--- src/rtl/apb_slave_bridge_pkg.sv ---
// Shared types and helpers for the APB slave bridge.
// Holds the FSM state encoding, the watchdog counter width function
// and the address alignment check.
package apb_slave_pkg;

    typedef enum logic [1:0] {
        ST_IDLE = 2'd0,
        ST_WAIT = 2'd1,
        ST_RESP = 2'd2
    } apb_state_e;

    // Bits needed to hold TIMEOUT-1; never narrower than one bit.
    function automatic int cnt_width(input int timeout);
        return (timeout <= 2) ? 1 : $clog2(timeout);
    endfunction

    // True when the byte address is aligned to a full data word of strb_w bytes.
    function automatic logic is_aligned(input logic [63:0] addr, input int strb_w);
        logic [63:0] mask;
        mask = 64'(strb_w) - 64'd1;
        return (addr & mask) == 64'd0;
    endfunction

endpackage

--- src/rtl/apb_slave_bridge_if.sv ---
// APB3/APB4 bus bundle between an APB master and the UART SFR bridge.
// With APB_PROT_EN defined the bundle also carries pprot.
interface apb_slave_bridge_if #(
    parameter int ADDR_W = 12,
    parameter int DATA_W = 32
);
    localparam int STRB_W = DATA_W / 8;

    logic              psel;
    logic              penable;
    logic              pwrite;
    logic [ADDR_W-1:0] paddr;
    logic [DATA_W-1:0] pwdata;
    logic [STRB_W-1:0] pstrb;
`ifdef APB_PROT_EN
    logic [2:0]        pprot;
`endif
    logic [DATA_W-1:0] prdata;
    logic              pready;
    logic              pslverr;

    modport master (
        output psel, penable, pwrite, paddr, pwdata, pstrb,
`ifdef APB_PROT_EN
        output pprot,
`endif
        input  prdata, pready, pslverr
    );

    modport slave (
        input  psel, penable, pwrite, paddr, pwdata, pstrb,
`ifdef APB_PROT_EN
        input  pprot,
`endif
        output prdata, pready, pslverr
    );

endinterface

--- src/rtl/apb_slave_bridge_timeout_cnt.sv ---
// Watchdog for back-end wait states. A down-counter loaded with TIMEOUT-1
// on clear and decremented while enabled; expired_o flags terminal count.
module apb_timeout_cnt
    import apb_slave_pkg::*;
#(
    parameter int TIMEOUT = 16
) (
    input  logic pclk,
    input  logic presetn,
    input  logic clear_i,
    input  logic enable_i,
    output logic expired_o
);

    localparam int            CW   = cnt_width(TIMEOUT);
    localparam logic [CW-1:0] LOAD = CW'(TIMEOUT - 1);

    logic [CW-1:0] cnt_q;
    logic [CW-1:0] cnt_d;

    // Next count: reload on clear, otherwise count down and hold at zero.
    always_comb begin
        cnt_d = cnt_q;
        if (clear_i) begin
            cnt_d = LOAD;
        end else if (enable_i && (cnt_q != '0)) begin
            cnt_d = cnt_q - CW'(1);
        end
    end

    // Count register; resets to the reload value so it is not expired when idle.
    always_ff @(posedge pclk or negedge presetn) begin
        if (!presetn) begin
            cnt_q <= LOAD;
        end else begin
            cnt_q <= cnt_d;
        end
    end

    assign expired_o = (cnt_q == '0);

endmodule

--- src/rtl/apb_slave_bridge.sv ---
// APB3/APB4 slave front-end for the UART SFR back-end.
// Registers each APB transfer, issues one single-cycle read or write request
// to the back-end, waits for ready_i (bounded by a watchdog) and returns a
// one-cycle pready with prdata/pslverr. All outputs are registered.
// Build option APB_PROT_EN: adds pprot on the bus and rejects non-secure
// accesses at or above SECURE_BASE.
//
// state   | meaning
// --------+-------------------------------------------------------------
// IDLE    | no transfer; accepts a setup phase (psel=1, penable=0)
// WAIT    | request issued, waiting for back-end ready_i or watchdog
// RESP    | pready=1 for one cycle with prdata/pslverr valid
module apb_slave_bridge
    import apb_slave_pkg::*;
#(
    parameter int ADDR_W  = 12,
    parameter int DATA_W  = 32,
    parameter int TIMEOUT = 16
`ifdef APB_PROT_EN
    ,
    parameter logic [ADDR_W-1:0] SECURE_BASE = 'h800
`endif
) (
    input  logic                    pclk,
    input  logic                    presetn,
    apb_slave_bridge_if.slave       apb,
    output logic                    wr_en_o,
    output logic                    rd_en_o,
    output logic [ADDR_W-1:0]       addr_o,
    output logic [DATA_W-1:0]       wdata_o,
    output logic [DATA_W/8-1:0]     wstrb_o,
    input  logic [DATA_W-1:0]       rdata_i,
    input  logic                    ready_i,
    input  logic                    err_i
);

    localparam int STRB_W = DATA_W / 8;

    apb_state_e        state_q;
    logic              write_q;
    logic              wr_en_q;
    logic              rd_en_q;
    logic [ADDR_W-1:0] addr_q;
    logic [DATA_W-1:0] wdata_q;
    logic [STRB_W-1:0] wstrb_q;
    logic [DATA_W-1:0] prdata_q;
    logic              pready_q;
    logic              pslverr_q;

    logic              setup;
    logic              misaligned;
    logic              blocked;
    logic              reject;
    logic              accept;
    logic              expired;

    assign setup      = apb.psel && !apb.penable;
    assign misaligned = !is_aligned(64'(apb.paddr), STRB_W);

`ifdef APB_PROT_EN
    assign blocked    = apb.pprot[1] && (apb.paddr >= SECURE_BASE);
`else
    assign blocked    = 1'b0;
`endif

    // Rejected setups go straight to an error response without a request.
    assign reject     = misaligned || blocked;
    assign accept     = (state_q == ST_IDLE) && setup && !reject;

    apb_timeout_cnt #(
        .TIMEOUT (TIMEOUT)
    ) u_timeout_cnt (
        .pclk      (pclk),
        .presetn   (presetn),
        .clear_i   (accept),
        .enable_i  (state_q == ST_WAIT),
        .expired_o (expired)
    );

    // Transfer FSM with all bus and back-end outputs registered alongside it.
    always_ff @(posedge pclk or negedge presetn) begin
        if (!presetn) begin
            state_q   <= ST_IDLE;
            write_q   <= 1'b0;
            wr_en_q   <= 1'b0;
            rd_en_q   <= 1'b0;
            addr_q    <= '0;
            wdata_q   <= '0;
            wstrb_q   <= '0;
            prdata_q  <= '0;
            pready_q  <= 1'b0;
            pslverr_q <= 1'b0;
        end else begin
            // Requests are single-cycle pulses only in the cycle after setup.
            wr_en_q <= 1'b0;
            rd_en_q <= 1'b0;
            case (state_q)
                ST_IDLE: begin
                    pready_q  <= 1'b0;
                    pslverr_q <= 1'b0;
                    prdata_q  <= '0;
                    if (setup) begin
                        addr_q  <= apb.paddr;
                        wdata_q <= apb.pwdata;
                        wstrb_q <= apb.pwrite ? apb.pstrb : '0;
                        write_q <= apb.pwrite;
                        if (reject) begin
                            state_q   <= ST_RESP;
                            pready_q  <= 1'b1;
                            pslverr_q <= 1'b1;
                        end else begin
                            state_q <= ST_WAIT;
                            wr_en_q <= apb.pwrite;
                            rd_en_q <= !apb.pwrite;
                        end
                    end
                end
                ST_WAIT: begin
                    if (!apb.psel) begin
                        // Master abandoned the transfer; drop any late back-end reply.
                        state_q   <= ST_IDLE;
                        prdata_q  <= '0;
                        pslverr_q <= 1'b0;
                        pready_q  <= 1'b0;
                    end else if (ready_i) begin
                        state_q   <= ST_RESP;
                        prdata_q  <= write_q ? '0 : rdata_i;
                        pslverr_q <= err_i;
                        pready_q  <= 1'b1;
                    end else if (expired) begin
                        state_q   <= ST_RESP;
                        prdata_q  <= '0;
                        pslverr_q <= 1'b1;
                        pready_q  <= 1'b1;
                    end
                end
                ST_RESP: begin
                    state_q   <= ST_IDLE;
                    prdata_q  <= '0;
                    pslverr_q <= 1'b0;
                    pready_q  <= 1'b0;
                end
                default: begin
                    state_q   <= ST_IDLE;
                    prdata_q  <= '0;
                    pslverr_q <= 1'b0;
                    pready_q  <= 1'b0;
                end
            endcase
        end
    end

    assign apb.prdata  = prdata_q;
    assign apb.pready  = pready_q;
    assign apb.pslverr = pslverr_q;
    assign wr_en_o     = wr_en_q;
    assign rd_en_o     = rd_en_q;
    assign addr_o      = addr_q;
    assign wdata_o     = wdata_q;
    assign wstrb_o     = wstrb_q;

endmodule

--- src/flat_wrapper.sv ---
// flat-port wrapper written by rule: the top's interface ports become plain ports
module apb_slave_bridge_flat import apb_slave_pkg::*;
#(
    parameter int ADDR_W  = 12,
    parameter int DATA_W  = 32,
    parameter int TIMEOUT = 16

)
  (pclk, presetn, wr_en_o, rd_en_o, addr_o, wdata_o, wstrb_o, rdata_i, ready_i, err_i, apb_psel, apb_penable, apb_pwrite, apb_paddr, apb_pwdata, apb_pstrb, apb_prdata, apb_pready, apb_pslverr);
  apb_slave_bridge_if #(.ADDR_W(ADDR_W), .DATA_W(DATA_W)) apb_i ();
  input  logic pclk;
  input  logic presetn;
  output logic wr_en_o;
  output logic rd_en_o;
  output logic [ADDR_W-1:0] addr_o;
  output logic [DATA_W-1:0] wdata_o;
  output logic [DATA_W/8-1:0] wstrb_o;
  input  logic [DATA_W-1:0] rdata_i;
  input  logic ready_i;
  input  logic err_i;
  input wire logic [$bits(apb_i.psel)-1:0] apb_psel;
  input wire logic [$bits(apb_i.penable)-1:0] apb_penable;
  input wire logic [$bits(apb_i.pwrite)-1:0] apb_pwrite;
  input wire logic [$bits(apb_i.paddr)-1:0] apb_paddr;
  input wire logic [$bits(apb_i.pwdata)-1:0] apb_pwdata;
  input wire logic [$bits(apb_i.pstrb)-1:0] apb_pstrb;
  output wire logic [$bits(apb_i.prdata)-1:0] apb_prdata;
  output wire logic [$bits(apb_i.pready)-1:0] apb_pready;
  output wire logic [$bits(apb_i.pslverr)-1:0] apb_pslverr;
  assign apb_i.psel = apb_psel;
  assign apb_i.penable = apb_penable;
  assign apb_i.pwrite = apb_pwrite;
  assign apb_i.paddr = apb_paddr;
  assign apb_i.pwdata = apb_pwdata;
  assign apb_i.pstrb = apb_pstrb;
  assign apb_prdata = apb_i.prdata;
  assign apb_pready = apb_i.pready;
  assign apb_pslverr = apb_i.pslverr;
  apb_slave_bridge #(.ADDR_W(ADDR_W), .DATA_W(DATA_W), .TIMEOUT(TIMEOUT)) u_core (.pclk(pclk), .presetn(presetn), .apb(apb_i), .wr_en_o(wr_en_o), .rd_en_o(rd_en_o), .addr_o(addr_o), .wdata_o(wdata_o), .wstrb_o(wstrb_o), .rdata_i(rdata_i), .ready_i(ready_i), .err_i(err_i));
endmodule
--- config.mk ---
export PLATFORM = sky130hd
export DESIGN_NAME = apb_slave_bridge_flat
export DESIGN_NICKNAME = d
export VERILOG_FILES = /design/src/rtl/apb_slave_bridge_pkg.sv /design/src/rtl/apb_slave_bridge_if.sv /design/src/rtl/apb_slave_bridge_timeout_cnt.sv /design/src/rtl/apb_slave_bridge.sv /design/src/flat_wrapper.sv
export SDC_FILE = /design/constraint.sdc
export NUM_CORES = 1
export LEC_CHECK = 0
export ABC_AREA = 1
export CAP_MARGIN = 10
export CORE_UTILIZATION = 41
export CTS_CLUSTER_SIZE = 12
export DETAILED_ROUTE_END_ITERATION = 8
export HOLD_SLACK_MARGIN = 0.1
export PLACE_DENSITY = 0.8
export SYNTH_ARGS = -nofsm -noshare
export SYNTH_HDL_FRONTEND = slang
export SYNTH_SLANG_ARGS = --single-unit
--- constraint.sdc ---
create_clock -name pclk -period 1.9 [get_ports pclk]
set_input_delay 0.38 -clock pclk [delete_from_list [all_inputs] [get_ports pclk]]
set_output_delay 0.38 -clock pclk [all_outputs]
set_load 0.01 [all_outputs]
## Word level (Yosys, flattened, before mapping)

Index checks and enable logic that the tools add are counted.
W data, S select, Z words.

- Register bits: 91
- Bits in latches: 0
- RAM bits: 0
- Memory bits (read-only): 0
- Bits of input ports: 87
- Output and inout port bits: 84
- Memories kept: 0

- Add/subtract/negate cells: 1
- $mul: 0
- Div/mod/pow operators: 0
- Magnitude comparators: 0
- Equality and inequality tests: 3
- Shifts and indexed selects: 0
- Multiplexer cells: 29
- Bitwise gates (word level): 0
- Reductions and logical operators: 13

Operator list:

| operator | number |
|---|---|
| $mux W32 | 5 |
| $logic_not A64 Y1 | 1 |
| $mux W1 | 13 |
| $mux W4 | 3 |
| $mux W2 | 5 |
| $logic_and A1 B1 Y1 | 4 |
| $logic_not A4 Y1 | 1 |
| $ne A4 B3 Y1 const B | 1 |
| $pmux W1 S2 | 2 |
| $pmux W2 S2 | 1 |
| $reduce_and A2 Y1 | 2 |
| $reduce_bool A4 Y1 | 1 |
| $sub A4 B1 Y4 const B | 1 |
| $eq A2 B1 Y1 const B | 1 |
| $logic_not A1 Y1 | 2 |
| $logic_not A2 Y1 | 1 |
| $ne A2 B1 Y1 const B | 1 |
| $reduce_bool A2 Y1 | 1 |

## Depth between registers and ports, before layout

Gate-level depths: netlist of run 1.

- Depth after elaboration: 5
- Mapped depth: 8

## By module

From an unflattened synthesis of run 1, not the netlist that was laid out.

- Cells, all modules: 413
- Area total of the unflattened synthesis: 3716.1 um^2

By module, submodules not included:

| module | instances | cells an instance | area each (um^2) | seq. area each (um^2) |
|---|---|---|---|---|
| apb_slave_bridge | 1 | 381 | 3444.6 | 2177.1 |
| apb_timeout_cnt | 1 | 32 | 271.5 | 105.1 |

## Worst setup path before layout of run 1

OpenSTA, ideal clock, no wires.

- Path kind: register to register
- Start point: register u_core.u_timeout_cnt.cnt_q[0]
- End point: register u_core.pready_q, in the netlist u_core.apb.pready
- Library setup time: 0.118 ns
- Arrival time: 1.330 ns
- Data required time: 1.782 ns
- Setup slack: 0.452 ns
- Cell stages (with the launch flop): 8
- Period minus slack after synthesis: 1.448 ns
- Path through: dfstp_2 inv_1 ha_1 nand3_1 nand3_2 buf_2 nand2_1 nand2_1

- Cells in the longest elaborated chain, start to end: 2

Ends and longest elaborated chain:

| what | line | source |
|---|---|---|
| from (decl) | apb_slave_bridge_timeout_cnt.sv:18 | `logic [CW-1:0] cnt_q;` |
| from (signal assigned) | apb_slave_bridge_timeout_cnt.sv:36 | `cnt_q <= cnt_d;` |
| $logic_not A4 Y1 | apb_slave_bridge_timeout_cnt.sv:40 | `assign expired_o = (cnt_q == '0);` |
| $ne A4 B3 Y1 (no source line) | -- |  |
| to (signal assigned) | apb_slave_bridge.sv:91 | `pready_q <= 1'b0;` |
| to (signal assigned) | apb_slave_bridge.sv:99 | `pready_q <= 1'b0;` |
| to (signal assigned) | apb_slave_bridge.sv:109 | `pready_q <= 1'b1;` |
| to (decl) | apb_slave_bridge.sv:47 | `logic pready_q;` |

Every way passes these cells.
A chain may end at the register's enable or synchronous reset.

## Worst setup path after layout of run 1

- Start point: register u_core.prdata_q[13], in the netlist u_core.apb.prdata[13]
- End point: output apb_prdata[13]

RTL lines:

| what | line | source |
|---|---|---|
| from (decl) | apb_slave_bridge.sv:46 | `logic [DATA_W-1:0] prdata_q;` |
| from (signal assigned) | apb_slave_bridge.sv:127 | `prdata_q <= write_q ? '0 : rdata_i;` |
| to (decl) | flat_wrapper.sv:27 | `output wire logic [$bits(apb_i.prdata)-1:0] apb_prdata;` |

No word-level cell between the ends.

==> out/summary.txt, run 1 <==
Status - complete, no violations
Die Area - 0.00921 mm^2
F_max - 0.604 GHz
Layout cells sized above 1 - 5.48%
Drt drc - 0
Area growth syn-to-layout - 55.7%
Placer Congestion - 0.711
Crit share post-route - 87.1%
First-pass GRT wire length - 14,900 um
Main flop type after synthesis - dfrtp_1
Worst slack, placed - -0.0542 ns
CTS tree - built
GRT Overall Usage - 21.4%
Detailed placer's ending HPWL - 6910 um
Slew @ Worst Pin - 0.751 ns
Commonest cells post-synth - nand2_1 (195), dfrtp_1 (87), inv_1 (45)
CTS buffer count - 9
Sw frac - 26.3%
Row count - 33
Clk_lat worst skew - 0.34 ns
Psw - 1.20 mW
Flops & latches, synth - 91
Pint - 3.36 mW
Slew HR - 49.9%
Leak - 2.63 nW
Boundary pin count - 171
Worst setup SP type - flip-flop
RSZ-0062 raised after global routing - false
YS warnings - 0
Slowest cell on crit path - clkdlybuf4s50_1
Cell Chain, Critical Path - clkdlybuf4s50_1
Worst hold path type - reg -> reg
Max FO, Critical Path - 2
Routed Antenna Nets - 0
Vias per cell - 4.64
Pins Over Slew Limit - 0
Layout net count - 667
H-Tree Depth - 3
Post-synthesis sequential area ratio - 63.0%
CTS resizes - 0
Setup crit end kind - output pin
CP required - 1.52 ns
Die Ht - 96.0 um
Combinational share of power - 22.6%
Detailed Route Iter0 Violations - 99
Die Span X - 96.0 um
Crit-path leading delay family - buffers and inverters
Final hold viol count - 0
Syn Nets - 495
DR vias - 3,195
Clk_skew - 0.0135 ns
Effective utilization at floorplan - 43.2%
Post-synth top area share - 60.1%
Count of port buffers added during placement - 170
Hold_ws - 0.478 ns
Crit path from - u_core.apb.prdata[13]
Kind of critical path - reg -> out
Initial DRT Pass Iterations - 4
Cell area after synthesis - 0.00362 mm^2
Synth top area cells - dfrtp_1 (60%), nand2_1 (20%), inv_1 (4.7%), o21ai_0 (3.2%), dfstp_2 (2.9%)
GRT overflow - 0
Antenna violations before repair - 0
Sequential share of power - 50.1%
Max-Cap Viols - 0
Routed WL - 9380 um
CP max stage delay - 0.57 ns
Clock sink count - 91
Clock Power Share - 27.3%
Number of flops mapped to enable cells by yosys - 0
Core Area - 0.00838 mm^2
Setup ws final - 0.245 ns
CTS root buf - clkbuf_8
Vias in the first global route - 3,128
Syn_area_per_cell - 8.89 um^2
Reg-to-Reg Start - u_core.u_timeout_cnt.cnt_q[0]
Wire per inst - 13.6 um
Largest net degree at the start of global routing - 53
ANT cells - 0
Bufs on Longest Clock Path - 2
Pwr/cell area - 811 mW/mm^2
WP buf/inv - 1
VDD IR max - 0.000354 V
Post-synthesis cell type count - 18
Synth Instances - 407
Clock transition at path regs - 0.08 ns
Setup violations, final - 0
Overall power - 4.57 mW
Min-delay src - u_core.wdata_o[11]
Synth area leader - dfrtp_1
Count leader, synth - nand2_1
Post-layout min period - 1.66 ns
Ys async rst share - 100%
Critical path arrival - 1.28 ns
==> routing by layer <==
metal | routed length [um] | up-vias | GRT usage (%)
li1 | - | 1566 | -
met1 | 3970 | 1480 | 25.9
met2 | 4250 | 145 | 35.4
met3 | 1110 | 4 | 9.40
met4 | 50 | 0 | 4.48
met5 | 0 | - | 0
==> path summary, 6_finish.rpt <==
check | end | slack [ns] | cells past startpoint
max | apb_prdata[13] | 0.24 | 1
min | u_core.wdata_o[11] | 0.48 | 2
max reg2reg | u_core.apb.prdata[29] | 0.28 | 6
min reg2reg | u_core.wdata_o[11] | 0.48 | 2
max in group asynchronous | u_core.wdata_o[9] | 0.78 | 3
min in group asynchronous | u_core.addr_o[4] | 0.54 | 2
==> power by group through the flow <==
stage                     Clock [mW]  Sequential, mW  Combinational (mW)
final                           1.25            2.29                1.03
after global routing            1.38            2.32                1.14
after CTS                       1.29            2.29                1.05
after detailed placement           0            2.33                1.04
after global placement             0            2.32                1.02
after floorplan                    0            2.41               0.269
==> placed cells by master (no fill, tap or decap) <==
cell / n
bufinv_16: 1
nand3_1: 13
clkbuf_1: 2
nand2_1: 195
clkdlybuf4s50_1: 169
ha_1: 1
clkinv_2: 3
dfrtp_1: 87
inv_2: 1
dlygate4sd3_1: 1
o21ai_0: 23
or2_2: 1
inv_1: 45
nor2_4: 3
nor2_2: 1
buf_4: 3
nand3_2: 1
clkbuf_8: 9
clkinv_4: 1
o21ai_1: 10
dfstp_2: 4
nand4_1: 2
buf_12: 4
nor2_1: 4
==> what timing repair did <==
action / CTS / global route
hold buffers: 1 / 0
hold endpoints to repair: 29 / 0
buffers inserted: 0 / 0
==> state kept, by name, summed over array words and instances (netlist names) <==
register and flops:
u_core.apb.pready 1, u_core.state_q 2, u_core.addr_o 12, u_core.rd_en_o 1
u_core.wdata_o 32, u_core.wr_en_o 1, u_core.wstrb_o 4, u_core.write_q 1
u_core.apb.pslverr 1, u_core.u_timeout_cnt.cnt_q 4, u_core.apb.prdata 32
==> layout make-up <==
class / instances / area [um^2]
tap: 105 / 131
clock inverter: 5 / 53.8
sequential: 91 / 2280
timing repair buffer: 177 / 1800
multi-input combinational: 254 / 1060
inverter: 46 / 173
fill: 672 / 2750
clock buffer: 11 / 131
==> cell families (layout without fill, tap and decap cells) <==
group,count (synthesis),in the layout,synth area share (%)
compound gates,33,33,4.56
fa+ha+maj,1,1,0.346
buf+inv,62,239,7.71
flops,91,91,63.0
simple gates,220,220,24.3
==> through the flow <==
stage / TNS (ns) / std cells / utilization [%] / instance area (um^2)
6_report: 0 / 689 / 67.2 / 5630
5_1_grt: 0 / 689 / 67.2 / 5630
4_1_cts: 0 / 689 / 67.2 / 5630
3_5_place_dp: -0.986 / 672 / 64.9 / 5440
3_3_place_gp: 0 / 672 / 64.9 / 5440
2_1_floorplan: 0 / 407 / - / 3620
Note: power is estimated with default switching activity, not from simulation.
==> inputs of run 2 (changes only) <==
Settings changed: SLEW_MARGIN set to 20.
==> results of run 2 <==
No change in the layout: final DEF, timing and power equal those of run 1.
==> inputs of run 3 (changes only) <==
Settings changed: CORE_UTILIZATION 41 to 42, CTS_BUF_LIST set to sky130_fd_sc_hd__clkbuf_4, HOLD_SLACK_MARGIN 0.1 to not set, PLACE_DENSITY 0.8 to 0.82.
==> run 3 against run 2 <==
  * Die area down 2.3%
  * Wire length decreased by 3.1%
  * Via count up 0.25%
  * Largest cell class unchanged
  * Cell area down 0.73%
  * Hold slack worse by 0.21 ns
  * Final cell count up 0.29%
  * Register-to-register slack about the same
  * Global-route usage down 0.38 points
  * Clock-buffer cell count shrank 1
  * Non-clock buffer count up 2
  * Critical path type unchanged
  * Critical endpoint is now apb_prdata[15]
  * Clock skew increased by 0.0039 ns
==> out/summary.txt, run 3 (synthesis results as in run 1) <==
Vias in the first global route - 3,131 (+0.096%)
Clk_lat worst skew - 0.42 ns (+0.08 ns)
Die Span X - 94.8 um (-1.2%)
Routed Antenna Nets - 0 (unchanged)
RSZ-0062 raised after global routing - false
Clk_skew - 0.0174 ns (+0.00385 ns)
Layout cells sized above 1 - 6.14% (+0.66 points)
Max FO, Critical Path - 2 (unchanged)
Post-layout min period - 1.75 ns (+0.0968 ns)
Setup violations, final - 0 (unchanged)
Pint - 3.18 mW (-5.5%)
Max-Cap Viols - 0 (unchanged)
CTS buffer count - 9 (unchanged)
ANT cells - 0 (unchanged)
CTS root buf - clkbuf_4
WP buf/inv - 1 (unchanged)
Vias per cell - 4.64 (about the same)
Effective utilization at floorplan - 43.8% (+0.65 points)
Routed WL - 9100 um (-3.1%)
Pwr/cell area - 783 mW/mm^2 (-3.4%)
Most common cell after layout, fill and taps aside - nand2_1
Worst setup SP type - flip-flop
GRT overflow - 0 (unchanged)
Die Area - 0.00899 mm^2 (-2.3%)
Slowest cell on crit path - clkdlybuf4s50_1
Leak - 2.61 nW (-0.90%)
Drt drc - 0 (unchanged)
F_max - 0.571 GHz (-5.5%)
Pins Over Slew Limit - 0 (unchanged)
VDD IR max - 0.000425 V (+20%)
Count of port buffers added during placement - 170 (unchanged)
Overall power - 4.38 mW (-4.1%)
Clock sink count - 91 (unchanged)
Clock transition at path regs - 0.15 ns (+0.07 ns)
Critical path arrival - 1.37 ns (+0.09 ns)
Antenna violations before repair - 0 (unchanged)
Slew HR - 77.3% (+27 points)
Die Ht - 94.8 um (-1.2%)
Area growth syn-to-layout - 54.5%
CP required - 1.52 ns (about the same)
Wire per inst - 13.2 um (-3.4%)
CP max stage delay - 0.55 ns (-0.02 ns)
Placer Congestion - 0.823 (+16%)
Layout net count - 669 (+0.30%)
Sequential share of power - 52.2% (+2.1 points)
Sw frac - 27.5% (+1.1 points)
Status - complete, no violations
Final hold viol count - 0 (unchanged)
Crit-path leading delay family - buffers and inverters
Slew @ Worst Pin - 0.340 ns (-0.411 ns)
Detailed placer's ending HPWL - 6520 um (-5.8%)
Worst hold path type - in -> async
Boundary pin count - 171 (unchanged)
First-pass GRT wire length - 14,500 um (-2.6%)
Core Area - 0.00826 mm^2 (-1.5%)
Bufs on Longest Clock Path - 2 (unchanged)
Initial DRT Pass Iterations - 4 (unchanged)
CTS tree - built
Psw - 1.20 mW (about the same)
H-Tree Depth - 3 (unchanged)
GRT Overall Usage - 21.0% (-0.38 points)
Kind of critical path - reg -> out
Largest net degree at the start of global routing - 63 (+19%)
Most frequent cells in the layout - nand2_1 (195), clkdlybuf4s50_1 (169), dfrtp_1 (87)
Combinational share of power - 23.6% (+1.0 points)
Row count - 33 (unchanged)
Cell Chain, Critical Path - clkdlybuf4s50_1
TNS Setup - 0 ns (unchanged)
Crit share post-route - 92.2% (+5.1 points)
Setup crit end kind - output pin
Clock Power Share - 24.2% (-3.1 points)
DR vias - 3,203 (+0.25%)
Detailed Route Iter0 Violations - 79 (-20%)
==> run 3: cell types whose count changed in the layout (fill, tap and decap cells not counted), sizes merged <==
| cell | change |
|---|---|
| buf | +2 |
| clkbuf | -1 |
| clkinv | -2 |
| clkinvlp | +3 |
==> run 3: worst paths after layout <==
path / startpoint / end / slack (ns) / cells past startpoint
max in group asynchronous: presetn / u_core.u_timeout_cnt.cnt_q[1] / 1.07 / 3
min reg2reg: u_core.wdata_o[30] / u_core.wdata_o[30] / 0.48 / 2
max: u_core.apb.prdata[15] / apb_prdata[15] / 0.15 / 1
min: presetn / u_core.apb.prdata[5] / 0.27 / 2
min in group pclk: apb_pwdata[25] / u_core.wdata_o[25] / 0.47 / 3
max reg2reg: u_core.u_timeout_cnt.cnt_q[0] / u_core.apb.prdata[5] / 0.28 / 6
==> run 3: repair_timing <==
item,4_1_cts,5_1_grt
setup buffers,0,0
resized for setup,0,0
endpoints found under the hold margin,87,0
hold buffers,1,0
==> run 3: layout make-up <==
class                      instances  area, um^2
clock buffer                      10        75.1
clock inverter                     6        66.3
fill                             668        2670
inverter                          46         173
multi-input combinational        254        1060
sequential                        91        2280
tap                              105         131
timing repair buffer             179        1810
==> run 3: power by group through the flow <==
stage	clock [mW]	sequential, mW	combinational, mW
6_report	1.06	2.29	1.03
5_1_grt	1.16	2.32	1.14
4_1_cts	1.09	2.29	1.05
3_5_place_dp	0	2.33	1.04
3_3_place_gp	0	2.32	1.01
2_1_floorplan	0	2.41	0.269
==> run 3: routing by layer <==
metal  GRT usage (%)  vias to the layer above  wire length (um)
met5               0                        -                 0
met4            5.68                        0                93
met3            8.29                        9               980
met2            34.2                      143              4260
met1            25.9                     1482              3760
li1                -                     1569                 -
==> run 3: metrics by stage <==
stage	cell area (um^2)	hold slack (ns)	setup slack, ns	cells	util [%]
2_1_floorplan	3620	0.0844	0.452	407	-
3_3_place_gp	5440	0.189	0.190	674	65.9
3_5_place_dp	5440	0.189	0.157	674	65.9
4_1_cts	5590	0.241	0.114	691	67.7
5_1_grt	5590	0.240	0.0716	691	67.7
6_report	5590	0.273	0.148	691	67.7
